File: config.mk
export PLATFORM = sky130hd
export DESIGN_NAME = rr_arbiter16
export DESIGN_NICKNAME = d
export VERILOG_FILES = /design/src/rtl/rr_arbiter16_pkg.sv /design/src/rtl/rr_arbiter16_decoder.sv /design/src/rtl/rr_arbiter16.sv
export SDC_FILE = /design/constraint.sdc
export NUM_CORES = 1
export LEC_CHECK = 0
export CAP_MARGIN = 25
export CELL_PAD_IN_SITES_DETAIL_PLACEMENT = 1
export CELL_PAD_IN_SITES_GLOBAL_PLACEMENT = 1
export CORE_ASPECT_RATIO = 0.6
export CORE_MARGIN = 3
export CORE_UTILIZATION = 49
export DETAILED_ROUTE_END_ITERATION = 10
export PLACE_DENSITY = 0.95
export SETUP_SLACK_MARGIN = 0.02
export SYNTH_ARGS = -nofsm -noshare
export SYNTH_HDL_FRONTEND = slang
export SYNTH_SLANG_ARGS = --single-unit
File: constraint.sdc
create_clock -name clk -period 9.6 [get_ports clk]
set_input_delay 1.92 -clock clk [delete_from_list [all_inputs] [get_ports clk]]
set_output_delay 1.92 -clock clk [all_outputs]
set_load 0.03 [all_outputs]
File: src/rtl/rr_arbiter16_pkg.sv
// Shared definitions for the 16-way round-robin arbiter: sizes, FSM encoding
// and the rotating priority search used to pick the next owner.
package rr_arbiter16_pkg;

  localparam int N_REQ = 16;
  localparam int IDX_W = 4;

  typedef enum logic {
    ST_IDLE  = 1'b0,
    ST_GRANT = 1'b1
  } state_t;

  typedef struct packed {
    logic             found;
    logic [IDX_W-1:0] idx;
  } win_t;

  // Rotate req so that bit 'start' lands at position 0, then take the lowest
  // set bit; the returned index is translated back with 4-bit wrap.
  function automatic win_t pick_winner(input logic [N_REQ-1:0] req,
                                       input logic [IDX_W-1:0] start);
    logic [2*N_REQ-1:0] dbl;
    logic [N_REQ-1:0]   rot;
    win_t               w;
    dbl = {req, req} >> start;
    rot = dbl[N_REQ-1:0];
    w   = '0;
    for (int i = N_REQ - 1; i >= 0; i--) begin
      if (rot[i]) begin
        w.found = 1'b1;
        w.idx   = start + IDX_W'(i);
      end
    end
    return w;
  endfunction

endpackage

File: src/rtl/rr_arbiter16_decoder.sv
// 4-to-16 binary-to-one-hot decoder used to expand the grant index.
module decoder
  import rr_arbiter16_pkg::*;
(
  input  logic [IDX_W-1:0] in,
  output logic [N_REQ-1:0] out
);

  assign out = N_REQ'(1) << in;

endmodule

File: src/rtl/rr_arbiter16.sv
// Round-robin arbiter for 16 requesters with an optional hold limit that
// forces a handoff once the owner has held MAX_HOLD cycles under contention.
module rr_arbiter16
  import rr_arbiter16_pkg::*;
#(
  parameter int MAX_HOLD = 8
) (
  input  logic             clk,
  input  logic             rst,
  input  logic [N_REQ-1:0] req,
  output logic             gnt_valid,
  output logic [IDX_W-1:0] gnt_idx,
  output logic [N_REQ-1:0] gnt
);

  localparam int              HC_W     = (MAX_HOLD > 0) ? $clog2(MAX_HOLD + 1) : 1;
  localparam logic [HC_W-1:0] HOLD_MAX = HC_W'(MAX_HOLD);
  localparam bit              HOLD_EN  = (MAX_HOLD != 0);

  state_t           state;
  logic [IDX_W-1:0] ptr;
  logic [HC_W-1:0]  hold_cnt;

  logic [N_REQ-1:0] owner_mask;
  logic [N_REQ-1:0] others;
  logic [N_REQ-1:0] gnt_raw;
  win_t             win;
  logic             owner_req;
  logic             hold_expired;
  logic             take_new;
  logic             go_idle;

  // The current owner is masked out so it can never re-win its own handoff.
  always_comb begin
    owner_mask   = (state == ST_GRANT) ? (N_REQ'(1) << gnt_idx) : '0;
    others       = req & ~owner_mask;
    win          = pick_winner(others, ptr);
    owner_req    = req[gnt_idx];
    hold_expired = HOLD_EN && (hold_cnt == HOLD_MAX);
    take_new     = win.found && ((state == ST_IDLE) || !owner_req || hold_expired);
    go_idle      = (state == ST_GRANT) && !owner_req && !win.found;
  end

  always_ff @(posedge clk) begin
    if (rst) begin
      state     <= ST_IDLE;
      gnt_valid <= 1'b0;
      gnt_idx   <= '0;
      ptr       <= '0;
      hold_cnt  <= '0;
    end else if (take_new) begin
      state     <= ST_GRANT;
      gnt_valid <= 1'b1;
      gnt_idx   <= win.idx;
      ptr       <= win.idx + IDX_W'(1);
      hold_cnt  <= HC_W'(1);
    end else if (go_idle) begin
      state     <= ST_IDLE;
      gnt_valid <= 1'b0;
    end else if (state == ST_GRANT && HOLD_EN && hold_cnt != HOLD_MAX) begin
      hold_cnt  <= hold_cnt + HC_W'(1);
    end
  end

  decoder u_decoder (
    .in  (gnt_idx),
    .out (gnt_raw)
  );

  assign gnt = gnt_raw & {N_REQ{gnt_valid}};

endmodule

Word-level counts from Yosys, hierarchy flattened
Cells that the tools add are included.
{"block": "word_totals", "register_bits": 13, "word_cells": 70, "input_bits": 18}
{"block": "op_classes", "n_addsub": 17, "reduce_logical": 13, "n_eq_ne": 3, "mux": 24, "shift": 2, "bitwise_logic": 5, "order_cmp": 1}
{"op": "5-bit two-way mux", "count": 16}
{"op": "4-bit adder (second input constant)", "count": 8}
{"op": "16-bit AND", "count": 2}
{"op": "32-bit by 4-bit >> shifter with 16-bit output", "count": 1}
{"op": "4-bit by 3-bit adder with 4-bit output (second input constant)", "count": 4}
{"op": "16-bit two-way mux", "count": 1}
{"op": "16-bit inverter", "count": 1}
{"op": "1-bit by 4-bit << shifter with 16-bit output (first input constant)", "count": 1}
{"op": "4-bit by 1-bit adder with 4-bit output (second input constant)", "count": 3}
{"op": "4-bit by 2-bit adder with 4-bit output (second input constant)", "count": 2}
{"op": "1-bit two-way mux", "count": 6}
{"op": "4-bit by 5-bit less-than comparator with 1-bit output (second input constant)", "count": 1}
{"op": "1-bit binary-select mux with 4-bit select", "count": 1}
{"op": "4-bit == test (second input constant)", "count": 1}
{"op": "1-bit logical AND", "count": 4}
{"op": "4-bit inequality test (second input constant)", "count": 1}
{"op": "2-bit AND reduction", "count": 2}
{"op": "2-bit nonzero test", "count": 2}
{"op": "1-bit zero test", "count": 2}
{"op": "1-bit logical OR", "count": 2}
{"op": "2-bit inequality test (second input constant)", "count": 1}
{"op": "1-bit inverter", "count": 2}
{"op": "2-bit OR reduction", "count": 1}

Longest topological paths before layout
{"block": "depth", "word_depth": 25, "mapped_depth": 18, "ltp_nobuf": 14}

Cells and area by module
A second synthesis with hierarchy kept.
{"block": "unflattened", "hier_cells": 457, "hier_area_um2": 3931.3}
{"module": "rr_arbiter16", "area_each_um2": 3704.8, "cells_each": 437, "seq_area_each_um2": 260.2, "n_inst": 1}
{"module": "decoder", "area_each_um2": 226.5, "cells_each": 20, "seq_area_each_um2": 0.0, "n_inst": 1}

Worst setup path after synthesis
OpenSTA, ideal clock, no wires.
{"block": "synth_path", "kind": "input port to flip-flop", "from": "in req[13]", "to": "reg ptr[2]", "t_required_ns": 9.478, "path_stages": 13, "setup_slack_ns": 4.637, "t_arrival_ns": 4.842, "path_cell_list": "o21a_1 > mux4_1 > mux4_1 > a221oi_1 > a32oi_1 > a311o_1 > a41oi_1 > o21a_1 > inv_1 > ha_1 > or3_1 > nand3_1 > a21oi_1"}
{"element": "start: declaration", "line_no": "rr_arbiter16.sv:10", "rtl": "input logic [N_REQ-1:0] req,"}
{"element": "end signal: assignment", "line_no": "rr_arbiter16.sv:55", "rtl": "ptr <= win.idx + IDX_W'(1);"}
{"element": "end: declaration", "line_no": "rr_arbiter16.sv:21", "rtl": "logic [IDX_W-1:0] ptr;"}

Worst setup path in the final report
{"block": "layout_path", "from": "in req[12]", "to": "reg ptr[2]"}
{"block": "layout_between", "elab_chain_len": 19}
{"element": "16-bit AND", "line_no": "rr_arbiter16.sv:36", "rtl": "others = req & ~owner_mask;"}
{"element": "32-bit by 4-bit >> shifter with 16-bit output", "line_no": "rr_arbiter16_pkg.sv:25", "rtl": "dbl = {req, req} >> start;"}
{"element": "5-bit two-way mux (16 in series)", "line_no": "rr_arbiter16_pkg.sv:29", "rtl": "if (rot[i]) begin"}
{"element": "4-bit by 1-bit adder with 4-bit output or 1-bit logical AND (tied branches)", "line_no": "rr_arbiter16.sv:55, rr_arbiter16.sv:40"}
Parallel ways exist; a longest one is shown, timed or not. The select of a mux whose other input is x is not followed.
A chain may end at the register's enable or synchronous reset.

==> summary by stage <==
Route
The number of violations reported at the end of detailed-routing iteration 0 is 855. In the routed design, unresolved DRC markers number 0. The average wire per cell in the routed design is 30.1 um. The wire length after detailed routing is 16,900 um. After detailed routing, the number of vias per cell comes to 7.90. The pre-antenna-repair detailed-routing pass consisted of 5 iterations. The via count of the routed design is 4,442. The detail route stage leaves a number of antenna-violating nets equal to 0.

GRT
The via count of the first global-routing pass is 4,358. The global-route wire length before repair is 26,000 um. The total global routing overflow is 0. The initial antenna violation count is 0.

Entering global routing, the biggest net connects 42 pins. The combined global-route utilization of all metal layers is 37.8%.

Setup path
STA classifies the critical path endpoint as a flip-flop. STA classifies the critical path startpoint as a primary input. The setup slack of the most critical reg-to-reg path is 3610 ps. Of all nets on the critical path, the largest fanout is 11.

The data arrival at the endpoint of the critical path is 6690 ps. The classification of the worst setup path is primary input to flip-flop. The worst register-to-register path has a depth of 14. The end of the worst register-to-register path is ptr[2].

The startpoint identified for the worst register-to-register timing path is gnt_idx[3]. The critical path required time is 9710 ps.

Power and ir drop
Overall power consumption after layout is estimated at 0.00154 W. The power density over the cells is 370 mW/mm^2. The largest voltage drop on the vdd net is 0.271 mV. The static leakage is 1.45 nW.

CTS
CTS built an H-tree with a depth of 1. The number of hold buffers added after CTS is 0. Clock-pin slew was measured on the worst setup and hold paths at 40 ps. Buffers inserted during clock tree synthesis total 3. After clock tree synthesis, the repair step resized 0 gates.

In this run the clock root is driven by a sky130_fd_sc_hd__clkbuf_16. After clock tree synthesis, the setup repair step added 0 buffers. The clock insertion delay at the later pin of the skew report is 240 ps. The maximum root-to-sink buffer count is 2.

For this design, the sink count on the clock tree is 13. The CTS tree is done.

Timing
The maximum clock frequency is 152 MHz. The total count of max-transition violations in the final report came to 0. The final-report hold violation count came to 0. Counting I/O delays and the setup requirement, the final critical path takes 6580 ps. At the pin with the least slew margin, the transition time is 1060 ps. Setup repair after global routing left no endpoint under its margin.

The tightest slew margin relative to the limit is 29.1%. The total of endpoints with negative setup slack in the final report is 0. The final critical path takes up 68.5% of the cycle.

In the final timing run, aggregate negative setup slack is 0 ps. Between clock sinks in the finished design, the worst skew comes to 1.37 ps.

Synthesis
Synthesis produced 447 cells. The primary flip-flop cell chosen by synthesis mapping is sky130_fd_sc_hd__dfxtp_1. The portion of netlist area occupied by mux cells is 29.0%. The area fraction in compound gates after synthesis is 32.7%.

After Yosys synthesis, XOR and XNOR cells account for 1.37% of the synthesized area. Counting flops and latches in the post-synthesis netlist gives 13. The number of synthesized flops with an enable pin is 0. After synthesis, the netlist uses 72 different library cells. The Yosys step of the flow raised 0 warnings. By area, the combinational part of the netlist is dominated by compound AO/OA/AOI/OAI gates. The post-synthesis instance area is 0.00383 sq mm. Counting flops with an async set or reset pin after synthesis yields a share of 0%. The simple-gate portion of the synthesized area is 16.3%.

Of the total synthesized cell area, the portion taken by full adders, half adders and majority gates is 3.26%. Counting every net in the synthesized netlist gives 475. The part of the Yosys area used for sequential elements is 6.79%. After synthesis, the mean cell area works out to 8.58 sq um.

Final layout
In the final layout, the share of cells above drive strength 1 is 13.3%. The layout has 910 filler cells. The net count of the finished layout is 487. The top cell types in the final layout, fill and taps aside, are sky130_fd_sc_hd__nor2_1 (55), sky130_fd_sc_hd__clkdlybuf4s50_1 (38), sky130_fd_sc_hd__o21ai_0 (36), sky130_fd_sc_hd__mux4_2 (27), sky130_fd_sc_hd__nand2_1 (26). At the end of the flow the core is filled with cells to 56.1%. The diode insertion count for antenna repair is 0. The final instance area is 0.00416 sq mm. Relative to the synthesized area, the layout overhead comes to 8.55%.

Leaving out fill and tap cells, the most frequent cell in the layout is sky130_fd_sc_hd__nor2_1.

Min path
The start point of the worst min-delay path is hold_cnt[0]. The worst hold path depth is 1. The sink of the worst hold path is hold_cnt[0].

The path class of the tightest hold or removal check is flip-flop to flip-flop.

Floorplan
Pin placement for this block handled 39 I/O pins. From bottom edge to top edge, the die measures 74.5 um. The floorplan step defined a die boundary enclosing 0.00896 sq mm. From left edge to right edge, the die measures 120 um.

The effective utilization at floorplan is 51.7%. The count of standard-cell rows is 24. The region available for standard cell placement spans 0.00742 sq mm.

Placement
The placed instances occupy a cell area of 0.00406 sq mm. The placer congestion estimate is 1.05. The number of port buffers is 38. The HPWL reported at the end of detailed placement is 12,500 um.

Run status
The run finished with clean final reports.

Run
The number of max-cap violations is 0.
how the worst max path moves through the flow:
stage	from	end	slack [ps]	depth (start not counted)
after floorplan	req[13]	ptr[2]	4640	13
after global placement	req[0]	ptr[2]	3410	14
after detailed placement	req[12]	ptr[2]	3040	14
after CTS	req[0]	ptr[2]	3280	14
after global routing	req[12]	ptr[2]	2810	14
final	req[12]	ptr[2]	3020	14
worst max-delay path, cell delays in order:
cell and delay, ps:
sky130_fd_sc_hd__clkdlybuf4s50_1 500, sky130_fd_sc_hd__o21ai_0 290, sky130_fd_sc_hd__mux4_2 390, sky130_fd_sc_hd__o221ai_1 470
sky130_fd_sc_hd__mux2i_1 780, sky130_fd_sc_hd__o211ai_1 350, sky130_fd_sc_hd__a311oi_1 460, sky130_fd_sc_hd__a31oi_1 80
sky130_fd_sc_hd__o31ai_1 490, sky130_fd_sc_hd__inv_1 170, sky130_fd_sc_hd__ha_1 250, sky130_fd_sc_hd__or3_1 370
sky130_fd_sc_hd__nand3_1 90, sky130_fd_sc_hd__a21oi_1 80
cells by family after synthesis:
logic type / count (synthesis)
muxes: 65
adders and majority gates: 10
xor gates and xnor gates: 6
and+or+nand+nor: 131
AOI/OAI and AO/OA: 169
buffers and inverters: 53
DFF: 13
layout make-up:
class / count / area (sq um) / share of cell area [%]
tap: 104 / 130 / 3.13
multi-input combinational: 381 / 3170 / 76.1
inverter: 11 / 41.3 / 0.992
sequential: 13 / 260 / 6.25
clock buffer: 4 / 78.8 / 1.89
timing repair buffer: 49 / 483 / 11.6
metal layers:
metal	track usage, %	vias up	share of wire, %
li1	-	1824	-
met1	49.9	2185	39
met2	60.3	370	43
met3	14.7	63	15
met4	6.91	0	2.2
met5	0	-	0
state kept, by name, summed over array words and instances (netlist names):
register / count
ptr: 4
state: 1
gnt_idx: 4
hold_cnt: 4
stage by stage:
| step | setup WS [ps] | hold slack, ps | std cells |
|---|---|---|---|
| CTS | 3280 | 548 | 561 |
| global placement | 3410 | 495 | 557 |
| floorplan | 4640 | 479 | 447 |
| detailed placement | 3040 | 513 | 557 |
| global route | 2810 | 598 | 562 |
| finish | 3020 | 560 | 562 |
cell usage after synthesis (all sizes together) (6+ instances only):
master | instances | share of area [%]
a211oi | 10 | 2.0
a21oi | 20 | 2.6
buf | 13 | 2.7
clkbuf | 29 | 6.8
dfxtp | 13 | 6.8
ha | 10 | 3.3
inv | 10 | 0.98
mux2 | 8 | 2.3
mux2i | 23 | 6.0
mux4 | 34 | 21
nand2 | 26 | 2.5
nand3 | 6 | 0.78
nor2 | 55 | 5.4
nor3 | 10 | 1.3
o211a | 6 | 1.6
o211ai | 11 | 2.2
o21a | 17 | 3.3
o21ai | 36 | 4.7
o221ai | 7 | 1.8
o31ai | 8 | 1.6
power breakdown:
group,switching (W),internal (W)
sequential,0.0000249,0.0000689
combinational,0.000877,0.000492
clock,0.0000222,0.0000559
Note: power is estimated with default switching activity, not from simulation.
